==> config.mk <==
export PLATFORM = sky130hd
export DESIGN_NAME = a7_bus_link
export DESIGN_NICKNAME = d
export VERILOG_FILES = /design/src/rtl/a7_bus_link.sv
export SDC_FILE = /design/constraint.sdc
export NUM_CORES = 1
export LEC_CHECK = 0
export ABC_AREA = 1
export CAP_MARGIN = 20
export CELL_PAD_IN_SITES_DETAIL_PLACEMENT = 1
export CELL_PAD_IN_SITES_GLOBAL_PLACEMENT = 1
export CORE_UTILIZATION = 44
export CTS_CLUSTER_SIZE = 24
export DETAILED_ROUTE_END_ITERATION = 7
export PLACE_DENSITY_LB_ADDON = 0.1
export SLEW_MARGIN = 5
export SYNTH_ARGS = -nofsm -noshare
export SYNTH_HDL_FRONTEND = slang
export SYNTH_SLANG_ARGS = --single-unit
==> constraint.sdc <==
create_clock -name clk -period 2.65 [get_ports clk]
set_clock_uncertainty 0.05 [all_clocks]
set_input_delay 0.53 -clock clk [delete_from_list [all_inputs] [get_ports clk]]
set_output_delay 0.53 -clock clk [all_outputs]
set_load 0.02 [all_outputs]
==> src/rtl/a7_bus_link.sv <==
// Serial link master to the Artix-7 board: turns one PS bus access into a
// {rw,addr,data} frame, waits for an ack bit and, on reads, shifts back 16 bits.
module a7_bus_link #(
   parameter int CLKDIV  = 4,
   parameter int ACK_MAX = 255
) (
   input  logic        clk,
   input  logic        rst_n,
   input  logic        do_a7_write,
   input  logic        do_a7_read,
   input  logic [15:0] baddr,
   input  logic [15:0] bwrdata,
   output logic        busy,
   output logic        done,
   output logic        timeout,
   output logic [15:0] rddata,
   output logic        a7_csn,
   output logic        a7_sck,
   output logic        a7_mosi,
   input  logic        a7_miso
);

   localparam int HW = (CLKDIV > 1) ? $clog2(CLKDIV) : 1;
   localparam int AW = (ACK_MAX > 1) ? $clog2(ACK_MAX + 1) : 1;
   localparam logic [HW-1:0] HRELOAD = HW'(CLKDIV - 1);
   localparam logic [AW-1:0] ACK_LAST = AW'(ACK_MAX - 1);

   typedef enum logic [2:0] {
      IDLE = 3'd0,
      SEND = 3'd1,
      WAIT = 3'd2,
      RECV = 3'd3,
      FIN  = 3'd4
   } state_t;

   state_t        state;
   logic [HW-1:0] hcnt;
   logic [32:0]   sreg;
   logic [15:0]   rsh;
   logic [5:0]    bcnt;
   logic [AW-1:0] wcnt;
   logic          rd_op;
   logic          no_ack;
   logic          tick;
   logic          rise;
   logic          fall;

   // rise/fall mark the clk edge on which the registered sck changes level
   assign tick = (hcnt == '0);
   assign rise = tick && !a7_sck;
   assign fall = tick && a7_sck;

   always_ff @(posedge clk or negedge rst_n) begin
      if (!rst_n) begin
         state   <= IDLE;
         hcnt    <= '0;
         sreg    <= '0;
         rsh     <= '0;
         bcnt    <= '0;
         wcnt    <= '0;
         rd_op   <= 1'b0;
         no_ack  <= 1'b0;
         busy    <= 1'b0;
         done    <= 1'b0;
         timeout <= 1'b0;
         rddata  <= '0;
         a7_csn  <= 1'b1;
         a7_sck  <= 1'b0;
         a7_mosi <= 1'b0;
      end else begin
         done <= 1'b0;
         if (state == IDLE) begin
            hcnt <= '0;
            if (do_a7_write || do_a7_read) begin
               // write wins a simultaneous request; reads carry zero data
               sreg    <= do_a7_write ? {1'b0, baddr, bwrdata} : {1'b1, baddr, 16'h0000};
               rd_op   <= !do_a7_write;
               a7_mosi <= !do_a7_write;
               timeout <= 1'b0;
               no_ack  <= 1'b0;
               busy    <= 1'b1;
               a7_csn  <= 1'b0;
               a7_sck  <= 1'b0;
               hcnt    <= HRELOAD;
               bcnt    <= '0;
               wcnt    <= '0;
               state   <= SEND;
            end
         end else begin
            if (tick) begin
               hcnt   <= HRELOAD;
               a7_sck <= !a7_sck;
            end else begin
               hcnt <= hcnt - 1'b1;
            end

            case (state)
               SEND: begin
                  if (fall) begin
                     a7_mosi <= sreg[31];
                     sreg    <= {sreg[31:0], 1'b0};
                  end
                  if (rise) begin
                     if (bcnt == 6'd32) begin
                        bcnt  <= '0;
                        state <= WAIT;
                     end else begin
                        bcnt <= bcnt + 1'b1;
                     end
                  end
               end
               WAIT: begin
                  // mosi holds the last command bit through its high phase
                  if (fall) a7_mosi <= 1'b0;
                  if (rise) begin
                     if (a7_miso) begin
                        state <= rd_op ? RECV : FIN;
                     end else if (wcnt == ACK_LAST) begin
                        no_ack <= 1'b1;
                        state  <= FIN;
                     end else begin
                        wcnt <= wcnt + 1'b1;
                     end
                  end
               end
               RECV: begin
                  if (fall) a7_mosi <= 1'b0;
                  if (rise) begin
                     rsh <= {rsh[14:0], a7_miso};
                     if (bcnt == 6'd15) begin
                        rddata <= {rsh[14:0], a7_miso};
                        state  <= FIN;
                     end else begin
                        bcnt <= bcnt + 1'b1;
                     end
                  end
               end
               FIN: begin
                  // frame ends on the falling edge closing the last high phase
                  if (fall) begin
                     a7_mosi <= 1'b0;
                     a7_csn  <= 1'b1;
                     busy    <= 1'b0;
                     done    <= 1'b1;
                     timeout <= no_ack;
                     state   <= IDLE;
                  end
               end
               default: begin
                  a7_csn <= 1'b1;
                  a7_sck <= 1'b0;
                  busy   <= 1'b0;
                  state  <= IDLE;
               end
            endcase
         end
      end
   end

endmodule

==> run summary <==
The root buffer cell chosen for the clock tree is clkbuf_8. The internal power consumption is 2.92 mW. The core area came out at 0.00937 mm². The net switching share of the total power came out at 0.439.

After routing, the total negative slack on setup checks comes to 0 ps. The min-delay analysis places its worst path in the category in2async. The fraction of synthesized cell area taken by the top area cell type is 0.515. After synthesis the netlist holds a flip-flop and latch count of 90. Routability-driven placement finished with a final weighted congestion of 0.806.

The count of input and output buffers is 58. The net count after synthesis came out at 592. Averaged over all synthesized cells, the footprint is 7.87 µm².

The slew at the pin closest to its max-slew limit is 612 ps. The worst register-to-register path begins at state[1]. The fmax came out at 0.476 GHz. Setup repair after global routing left no endpoint under its margin. The post-DP HPWL came out at 7290 µm. The clock period minus final worst setup slack came out at 2100 ps. The pin count of the biggest net entering global routing came out at 63. Headroom to the max-slew limit came out at 0.592.

The total clock buffers created by CTS came out at 9. The routed length per instance is 14.1 µm. The share of power burned in registers is 0.373. The final-report setup violation count came out at 0. The flow ran to the end, and the final reports show no timing, DRC or antenna violations.

The Yosys warning count is 0. The top flip-flop cell by instance count after synthesis is dfrtp_1. The number of sinks driven by the clock tree is 90. In this run the worst setup path begins at state[1]. The CTS tree is yes. After synthesis, the cell types taking the most area are dfrtp_1, nand2_1, o21ai_0, inv_1, o21ai_1. The floorplan step defined a die boundary enclosing 0.0102 mm². The power after layout is 5.22 mW. The cell area after synthesis is 0.00433 mm². The synthesized design spends more area on one cell type than any other, namely dfrtp_1. In this run the count of I/O pins placed on the die edge is 59.

The critical-path maximum fanout came out at 14. The sequential area share after synthesis came out at 0.521. The switching power summed over all nets is 2.29 mW. The total vias in the final route is 3716. For this design the ratio of total power to cell area is 1000 mW/mm². The remaining number of nets flagged by the antenna check after routing came out at 0. The placed instances occupy a cell area of 0.00500 mm². The number of standard cells after synthesis came out at 550. The post-route fraction of the period consumed by the critical path is 0.793.

The initial core utilization came out at 0.462. The kind of end point of the critical path is a flop. IR analysis of the VDD net gives a maximum drop of 514 µV. The netlist uses 26 different library cells. The portion of total power attributed to the clock network came out at 0.181. The detailed router's first-iteration violation count came out at 117. The initial antenna violation count is 0. The share of total power dissipated in combinational logic is 0.446.

The data required time of the worst path is 2860 ps. The global-route usage over all layers came out at 0.222. In this run, post-CTS repair resized a total of 0 instances. The total overflow reported by the global router came out at 0.

The cell area after layout is 0.00520 mm². The residual DRC count is 0. The signed area change from the synthesized netlist to the final layout is 20.1%. The clock tree synthesis step divided the H-tree into 3 levels. By count the netlist is led by nand2_1, dfrtp_1, inv_1. The repair_antennas step left the layout with diodes totalling 0. The global-route wire length before repair came out at 17800 µm. The later pin in the worst-skew pair is clocked with a latency of 360 ps. nand2_1 is the most common cell in the netlist.

The critical path arrival came out at 2310 ps. The clock-pin transition on the worst setup and hold timing paths came out at 90 ps. The filler cells instantiated in the layout total 1206. Across the run, the number of max-cap violations was 0. The worst setup path is of the reg2reg kind. The clock passes through at most 2 buffers. The height of the chip came out at 101 µm. The number of global-route vias before repair came out at 3822. The category of the worst setup path launch point is a flop. The detail-routed via count per cell is 5.05. The number of endpoints with negative hold slack in the final report is 0.

The total number of placement rows came out at 35. The number of buffers inserted by post-CTS setup repair is 0. The number of max-slew violations in the final report is 0. The count of flip-flops with a built-in enable after synthesis came out at 0. The fraction of final layout cells sized beyond drive strength 1 came out at 0.0593. The net count of the finished layout is 644.

The first detailed-routing pass took 6 iterations. The share of synthesized flip-flops with an asynchronous set or reset came out at 1.00. From left edge to right edge, the die measures 101 µm. The detailed-route wire length is 10400 µm. Summed over all cells, the static leakage comes to 2.41 nW. The cts-stage hold buffer count is 0.
layer usage:
layer / vias up / GRT usage / routed length [µm]
li1: 1834 / - / -
met1: 1820 / 0.273 / 4640
met2: 55 / 0.403 / 5410
met3: 7 / 0.0428 / 278
met4: 0 / 0.0468 / 70
met5: - / 0 / 0
cells by family (layout without fill, tap and decap cells):
kind of cell,Yosys count,after routing,synth area share
and+or+nand+nor,238,238,0.227
buffers and inverters,98,155,0.0966
DFF,90,90,0.521
xor gates and xnor gates,3,3,0.00607
AOI/OAI and AO/OA,116,116,0.135
adders and majority gates,5,5,0.0145
cell usage in the layout, fill, tap and decap left out:
cell / count
ha_1: 5
o21ai_0: 68
inv_6: 1
nor2_4: 2
inv_2: 3
bufinv_16: 1
nand2_2: 2
inv_1: 72
nand3b_1: 1
nand4_1: 1
nor3_2: 1
o21ai_1: 43
clkinv_2: 3
xnor2_1: 1
nand3_2: 1
or2_2: 2
buf_12: 2
buf_4: 5
clkinvlp_4: 2
clkbuf_8: 9
xor2_1: 2
clkdlybuf4s50_1: 57
o21a_1: 1
nand2_1: 164
nor2_2: 1
dfstp_2: 1
dfrtp_1: 89
nor2_1: 24
a21oi_1: 4
nand3_1: 39
layout make-up:
cell class / instances / area, µm² / share of cell area
sequential: 90 / 2250 / 0.434
timing repair buffer: 64 / 648 / 0.125
multi-input combinational: 362 / 1660 / 0.319
inverter: 75 / 282 / 0.0542
clock inverter: 7 / 68.8 / 0.0132
clock buffer: 9 / 124 / 0.0238
tap: 129 / 161 / 0.0311
worst max-delay path, cell delays in order (launching register included):
cell,delay [ps]
dfrtp_1,510
nor2_1,180
nand2_1,320
nand2_1,230
nand2_1,70
nand2_1,350
inv_1,140
nand2_1,100
nand2_1,50
metrics by stage:
step	util	hold WS, ps	setup slack [ps]	instances
finish	0.555	107	548	736
floorplan	-	184	1050	550
detailed placement	0.534	428	276	720
global route	0.555	147	335	736
global placement	0.534	415	389	720
CTS	0.555	125	526	736
power by group through the flow:
| stage | combinational (mW) | sequential [mW] | clock [mW] |
|---|---|---|---|
| 2_1_floorplan | 1.78 | 1.94 | 0 |
| 3_3_place_gp | 2.23 | 1.95 | 0 |
| 3_5_place_dp | 2.35 | 1.97 | 0 |
| 4_1_cts | 2.37 | 1.95 | 0.970 |
| 5_1_grt | 2.67 | 1.98 | 1.02 |
| 6_report | 2.33 | 1.95 | 0.943 |
final timing paths:
| check | endpoint | slack, ps | cells past startpoint |
|---|---|---|---|
| hold / removal | rddata[6] | 110 | 1 |
| setup reg to reg | wcnt[5] | 550 | 8 |
| min in group clk | rddata[5] | 450 | 2 |
| hold reg to reg | rddata[5] | 450 | 2 |
| max in group asynchronous | a7_csn | 1700 | 2 |
| setup / recovery | wcnt[5] | 550 | 8 |
registers in the layout (all words and copies together) (netlist names):
| register | count |
|---|---|
| busy | 1 |
| rddata | 16 |
| a7_sck | 1 |
| bcnt | 6 |
| done | 1 |
| wcnt | 8 |
| sreg | 32 |
| state | 3 |
| a7_mosi | 1 |
| timeout | 1 |
| no_ack | 1 |
| rsh | 15 |
| rd_op | 1 |
| a7_csn | 1 |
| hcnt | 2 |
No activity file was read; power rests on OpenSTA's default activity.
